### config.mk
export PLATFORM = sky130hd
export DESIGN_NAME = int_sequencer
export DESIGN_NICKNAME = d
export VERILOG_FILES = /design/src/rtl/int_seq_pkg.sv /design/src/rtl/int_prio_enc.sv /design/src/rtl/int_sequencer.sv
export SDC_FILE = /design/constraint.sdc
export NUM_CORES = 1
export LEC_CHECK = 0
export ABC_AREA = 1
export BUFFER_PORTS_ARGS = -buffer_cell sky130_fd_sc_hd__buf_2
export CAP_MARGIN = 20
export CORE_UTILIZATION = 41
export DETAILED_ROUTE_END_ITERATION = 8
export MAX_ROUTING_LAYER = met4
export PLACE_DENSITY = 0.78
export SLEW_MARGIN = 20
export SYNTH_ARGS = -nofsm -noshare
export SYNTH_HDL_FRONTEND = slang
export SYNTH_SLANG_ARGS = --single-unit
export TNS_END_PERCENT = 1
### constraint.sdc
create_clock -name clk -period 1.08 [get_ports clk]
set_input_delay 0.162 -clock clk [delete_from_list [all_inputs] [get_ports clk]]
set_output_delay 0.162 -clock clk [all_outputs]
set_load 0.01 [all_outputs]
### src/rtl/int_seq_pkg.sv
// Shared types and constants for the interrupt sequencer.
// Optional nesting support is selected with the INT_SEQ_NESTING_EN macro.
package int_seq_pkg;

  typedef enum logic [2:0] {
    IDLE,
    CHECK,
    REQ,
    CLEAR,
    SETTLE
  } state_t;

  localparam logic [15:0] DEF_VECTOR_BASE  = 16'h0010;
  localparam int          DEF_VECTOR_SHIFT = 2;
  localparam logic        IC_STATUS_ADDR   = 1'b0;

endpackage

### src/rtl/int_prio_enc.sv
// Lowest-set-bit priority encoder: index 0 is the highest priority.
// Purely combinational; valid is low when no bit is set.
module int_prio_enc (
  input  logic [15:0] vec,
  output logic [3:0]  idx,
  output logic        valid
);

  always_comb begin
    idx = 4'd0;
    for (int i = 15; i >= 0; i--) begin
      if (vec[i]) idx = 4'(i);
    end
  end

  assign valid = |vec;

endmodule

### src/rtl/int_sequencer.sv
// Interrupt sequencer between the interrupt controller and the CPU; owns the controller register port.
// Define INT_SEQ_NESTING_EN to allow priority nesting through the in-service register.
module int_sequencer
  import int_seq_pkg::*;
#(
  parameter logic [15:0] VECTOR_BASE  = DEF_VECTOR_BASE,
  parameter int          VECTOR_SHIFT = DEF_VECTOR_SHIFT
) (
  input  logic        clk,
  input  logic        rst,
  input  logic        int_rq,
  input  logic [3:0]  int_addr,
  input  logic        cpu_ack,
  input  logic        cpu_reti,
  input  logic        cpu_ce,
  input  logic        cpu_wren,
  input  logic        cpu_ri_addr,
  input  logic [15:0] cpu_data,
  output logic        cpu_irq,
  output logic [15:0] cpu_vector,
  output logic        cpu_wait,
  output logic        ic_ce,
  output logic        ic_wren,
  output logic        ic_ri_addr,
  output logic [15:0] ic_data,
  output logic [15:0] isr
);

  state_t      state, state_d;
  logic [3:0]  addr_q, addr_d;
  logic        irq_d;
  logic [15:0] vector_d;
  logic [15:0] isr_d;
  logic [15:0] isr_reti;
  logic        accept;
  logic [15:0] vector_calc;

  assign vector_calc = VECTOR_BASE + ({12'b0, addr_q} << VECTOR_SHIFT);

`ifdef INT_SEQ_NESTING_EN
  logic [3:0] lvl;
  logic       lvl_vld;

  int_prio_enc u_lvl_enc (
    .vec   (isr),
    .idx   (lvl),
    .valid (lvl_vld)
  );

  assign accept   = !lvl_vld || (addr_q < lvl);
  // With isr empty the mask leaves it empty, so no valid qualifier is needed.
  assign isr_reti = cpu_reti ? (isr & ~(16'h1 << lvl)) : isr;
`else
  assign accept   = (isr == 16'h0);
  assign isr_reti = cpu_reti ? 16'h0 : isr;
`endif

  always_ff @(posedge clk or negedge rst) begin
    if (!rst) begin
      state      <= IDLE;
      addr_q     <= 4'd0;
      cpu_irq    <= 1'b0;
      cpu_vector <= 16'h0;
      isr        <= 16'h0;
    end else begin
      state      <= state_d;
      addr_q     <= addr_d;
      cpu_irq    <= irq_d;
      cpu_vector <= vector_d;
      isr        <= isr_d;
    end
  end

  always_comb begin
    state_d    = state;
    addr_d     = addr_q;
    irq_d      = cpu_irq;
    vector_d   = cpu_vector;
    isr_d      = isr_reti;
    ic_ce      = cpu_ce;
    ic_wren    = cpu_wren;
    ic_ri_addr = cpu_ri_addr;
    ic_data    = cpu_data;
    cpu_wait   = 1'b0;

    unique case (state)
      IDLE: begin
        if (int_rq) begin
          addr_d  = int_addr;
          state_d = CHECK;
        end
      end
      CHECK: begin
        if (accept) begin
          irq_d    = 1'b1;
          vector_d = vector_calc;
          state_d  = REQ;
        end else begin
          state_d = IDLE;
        end
      end
      REQ: begin
        // A same-cycle reti has already been folded into isr_reti.
        if (cpu_ack) begin
          isr_d   = isr_reti | (16'h1 << addr_q);
          irq_d   = 1'b0;
          state_d = CLEAR;
        end
      end
      CLEAR: begin
        ic_ce      = 1'b1;
        ic_wren    = 1'b1;
        ic_ri_addr = IC_STATUS_ADDR;
        ic_data    = ~(16'h1 << addr_q);
        cpu_wait   = cpu_ce;
        state_d    = SETTLE;
      end
      SETTLE: begin
        // Gives the controller a cycle to drop int_rq after the status write.
        state_d = IDLE;
      end
      default: state_d = IDLE;
    endcase
  end

endmodule
* After elaboration in Yosys (flattened, before gate mapping)
Cells that the tools add are included.
** Cells by class
- Div/mod/pow operators :: 0
- Shifts and indexed selects :: 1
- Bitwise gates (word level) :: 2
- Multiplexer cells :: 15
- $mul :: 0
- Reduce and logical (&&, ||, !) cells :: 7
- Add/subtract/negate cells :: 1
- Equal/unequal tests :: 6
- $lt $le $gt $ge :: 0
** Operators with widths (count)
- 16-bit two-way mux :: 4
- 16-bit logical NOT :: 1
- 16-bit inverter :: 1
- 16-bit OR :: 1
- 1-bit by 4-bit left shift with 16-bit output, first input constant :: 1
- 3-bit case mux with 4 select lines :: 1
- 5-bit by 6-bit adder with 7-bit output, first input constant :: 1
- 3-bit by 2-bit == test with 1-bit output, second input constant :: 2
- 1-bit two-way mux :: 6
- 3-bit two-way mux :: 2
- 2-bit != test, second input constant :: 3
- 2-bit AND reduction :: 3
- 3-bit by 1-bit == test with 1-bit output, second input constant :: 1
- 3-bit logical NOT :: 1
- 3-bit AND reduction :: 1
- 2-bit two-way mux :: 1
- 1-bit case mux with 2 select lines :: 1
- 2-bit nonzero test :: 1
** Storage, ports and cells
- Bits in latches :: 0
- Register bits :: 40
- Memories kept :: 0
- Bits in read-only memories :: 0
- Output and inout bits :: 53
- Memory bits (writable) :: 0

* Logic depth before layout (Yosys ltp)
- Depth after elaboration :: 4
- Depth in mapped cells :: 7
- Depth with buffers taken out :: 7

* Worst setup path after synthesis
Ideal clock, no wire load.
- Kind :: reg2out
- Start :: reg state[1]
- End :: out ic_data[5]
- Data arrival time :: 1.032 ns
- Buffers on the path :: 2
- Data required time :: 0.918 ns
- Setup slack :: -0.114 ns
- Stages on the path, launching flop included :: 7
- Cell sequence :: dfrtp_1 inv_2 nor3_4 buf_6 buf_8 nand2_1 nand2_1
** Between the ends
- Longest elaborated chain between the ends :: 2
** Ends and longest elaborated chain
- from (decl) :: RTL line int_sequencer.sv:29 : state_t state, state_d;
- from (signal assigned) :: RTL line int_sequencer.sv:66 : state <= state_d;
- 3-bit by 2-bit == test with 1-bit output :: RTL line int_sequencer.sv:86 : unique case (state)
- 16-bit two-way mux :: RTL line int_sequencer.sv:86
- to (decl) :: RTL line int_sequencer.sv:25 : output logic [15:0] ic_data,
No other way between the ends.

* Final worst setup path
- Start :: reg state[1]
- End :: out ic_data[12]
The elaborated chain is that of the path after synthesis.

==> flow_summary.json <==
{
  "status": "complete, but fails checks",
  "violations": "setup timing",
  "die_w_um": 64.8,
  "clock.fmax_mhz": 621,
  "drc": 0,
  "worst_slack_ps": -530,
  "power_density_nw_per_um2": 2160,
  "post-synth-top-count-cell": "nand2_1",
  "wl_per_cell_um": 11.9,
  "grtUsageMet3_pct": 6.69,
  "grt.busiest_layer": "met2",
  "dp_hpwl_mm": 3.20,
  "ys.flop_type": "dfrtp_1",
  "synthesis.area_um2": 1620,
  "clock_latency_ps": 290,
  "gp_congestion": 0.853,
  "nets": 351,
  "p_leak_nw": 1.39,
  "ios": 81,
  "clock_skew_ps": 4.21,
  "via_per_inst": 4.73,
  "cts_buffer_depth": 2,
  "core_um2": 3720,
  "grt_pass1_vias": 1652,
  "critical_path_arrival_ps": 1450,
  "start_kind": "flip-flop",
  "required_ps": 920,
  "utilization_pct": 67.9,
  "cts_root_buf": "clkbuf_8",
  "maxCapViolCount": 0,
  "async_flop_share_pct": 100,
  "antenna_found_initial": 0,
  "synth_edf_count": 0,
  "first_pass_iters": 4,
  "cts_tree": "yes",
  "hp-class": "in2reg",
  "cts_setup_buffers": 0,
  "synth_area_leaders": "dfrtp_1 45%, nand2_1 18%, nand4_1 6.6%, buf_4 5.1%, nor2_1 3.5%",
  "synthTopCellsByCount": "79 x nand2_1, 29 x dfrtp_1, 17 x nand4_1",
  "critPathCaptureType": "output port",
  "yosys.area.top_type_share_pct": 44.9,
  "critPathMaxFanout": 7,
  "groute.usage.overall_pct": 24.3,
  "synth.distinct_cells": 24,
  "portBuffers": 69,
  "drive_gt1_share_pct": 44.3,
  "grt_pass1_wl_mm": 7.40,
  "grt_max_degree": 30,
  "critPathKind": "reg2out",
  "power_w": 0.00546,
  "hold_viol": 0,
  "cts_sinks": 29,
  "drt-initial-drc-count": 82,
  "yosysTopAreaCell": "dfrtp_1",
  "antenna_cells": 0,
  "rsz0062_at_grt": "yes",
  "drt.antenna.violating_nets": 0,
  "seq_area_frac_synth_pct": 44.9,
  "min_period_ps": 1610,
  "vias": 1753,
  "htreeDepth": 2,
  "cts-buffers-inserted": 5,
  "clk_pin_slew_ps": 60,
  "netlist_instances": 212,
  "met1_usage_pct": 28.9,
  "use_met2_pct": 38.8,
  "finalCritPeriodShare_pct": 149,
  "avgSynthCellArea_um2": 7.63,
  "syn2layout_area_growth_pct": 56.2,
  "vdd_drop_max_v": 0.00121,
  "num_rows": 22,
  "synth_seq_cells": 29,
  "grt-ovfl-total": 0,
  "die_y_um": 64.8,
  "start_util_pct": 43.5,
  "setup-violations-final": 34,
  "synth.yosys.warnings": 0,
  "routed_wl_mm": 4.41,
  "slew_violations": 0,
  "die_area_um2": 4200
}
## kinds of logic after synthesis
logic type	count (synthesis)	share of synthesized area, %
AOI/OAI and AO/OA	21	6.89
adders and majority gates	1	0.774
buffers and inverters	37	13.2
DFF	29	44.9
other	1	0.232
and+or+nand+nor	123	34.1
## layout make-up
cell class                      count  area, µm²
Multi-Input combinational cell    156        758
Clock inverter                      2       10.0
Timing Repair Buffer              113        831
Fill cell                         299       1190
Clock buffer                        6       72.6
Sequential cell                    29        726
Tap cell                           48       60.1
Inverter                           17       67.6
## sequential cells by signal (all words and copies together) (netlist names)
name        count
state           3
cpu_vector      5
addr_q          4
isr            16
cpu_irq         1
## metal layers
layer	part of all wire (%)	up-vias	routed length, µm
met5	0	-	0
met4	1.8	0	78
met3	6.3	7	278
met2	48	80	2100
met1	44	782	1960
li1	-	884	-
## report_power, final
group | switching [W] | total (W) | internal, W
Clock | 0.000410 | 0.000854 | 0.000444
Sequential | 0.000188 | 0.00155 | 0.00136
Combinational | 0.00171 | 0.00305 | 0.00134
## timing repair
action                                  in CTS  in global routing
hold buffers                                 1                  0
gates cloned                                 0                  0
endpoints found under the setup margin      49                 60
pin swaps                                    3                  1
gates resized for setup                     34                  3
hold endpoints to repair                    29                  0
## worst max-delay path, cell delays in order, from the launching register on
cell and delay, ps:
dfrtp_1 360, inv_2 60, nor3_4 280, buf_4 210, nand2_1 70, nand2_1 60
buf_2 120
## cell usage in the layout (no fill, tap or decap), types with 4 or more instances in the layout
master,count
nand2_1,71
buf_2,55
dfrtp_1,29
buf_6,28
buf_4,28
nand4_1,17
inv_1,12
nor2_1,12
conb_1,11
nand2_2,8
o21ai_0,7
nor2_2,5
nand3_1,5
o22ai_1,5
clkbuf_8,5
a21oi_1,4
## worst paths after layout
kind                                            from                         to  slack [ps]  depth (start not counted)
max in group asynchronous                        rst           isr[3]$_DFF_PN0_         570                          3
max reg2reg                     state[1]$_DFFE_PN0P_  cpu_vector[3]$_DFFE_PN0P_        -150                          7
min                                      int_addr[3]      addr_q[3]$_DFFE_PN0P_         120                          3
min reg2reg                cpu_vector[4]$_DFFE_PN0P_  cpu_vector[4]$_DFFE_PN0P_         480                          2
max                             state[1]$_DFFE_PN0P_                ic_data[12]        -530                          6
min in group asynchronous                        rst          isr[15]$_DFF_PN0_         350                          3
## per-stage QoR
stage               instance area [µm²]  setup slack (ps)  cells  hold slack (ps)  setup TNS (ps)
finish                             2520              -530    371              120          -10750
global route                       2520              -635    371              150          -14860
CTS                                2520              -509    371              118          -10360
detailed placement                 2270              -210    362              123           -4350
global placement                   2270              -197    362              121           -3860
floorplan                          1680             -90.9    222             -134           -1620
Power figures use the tool's default switching activity.
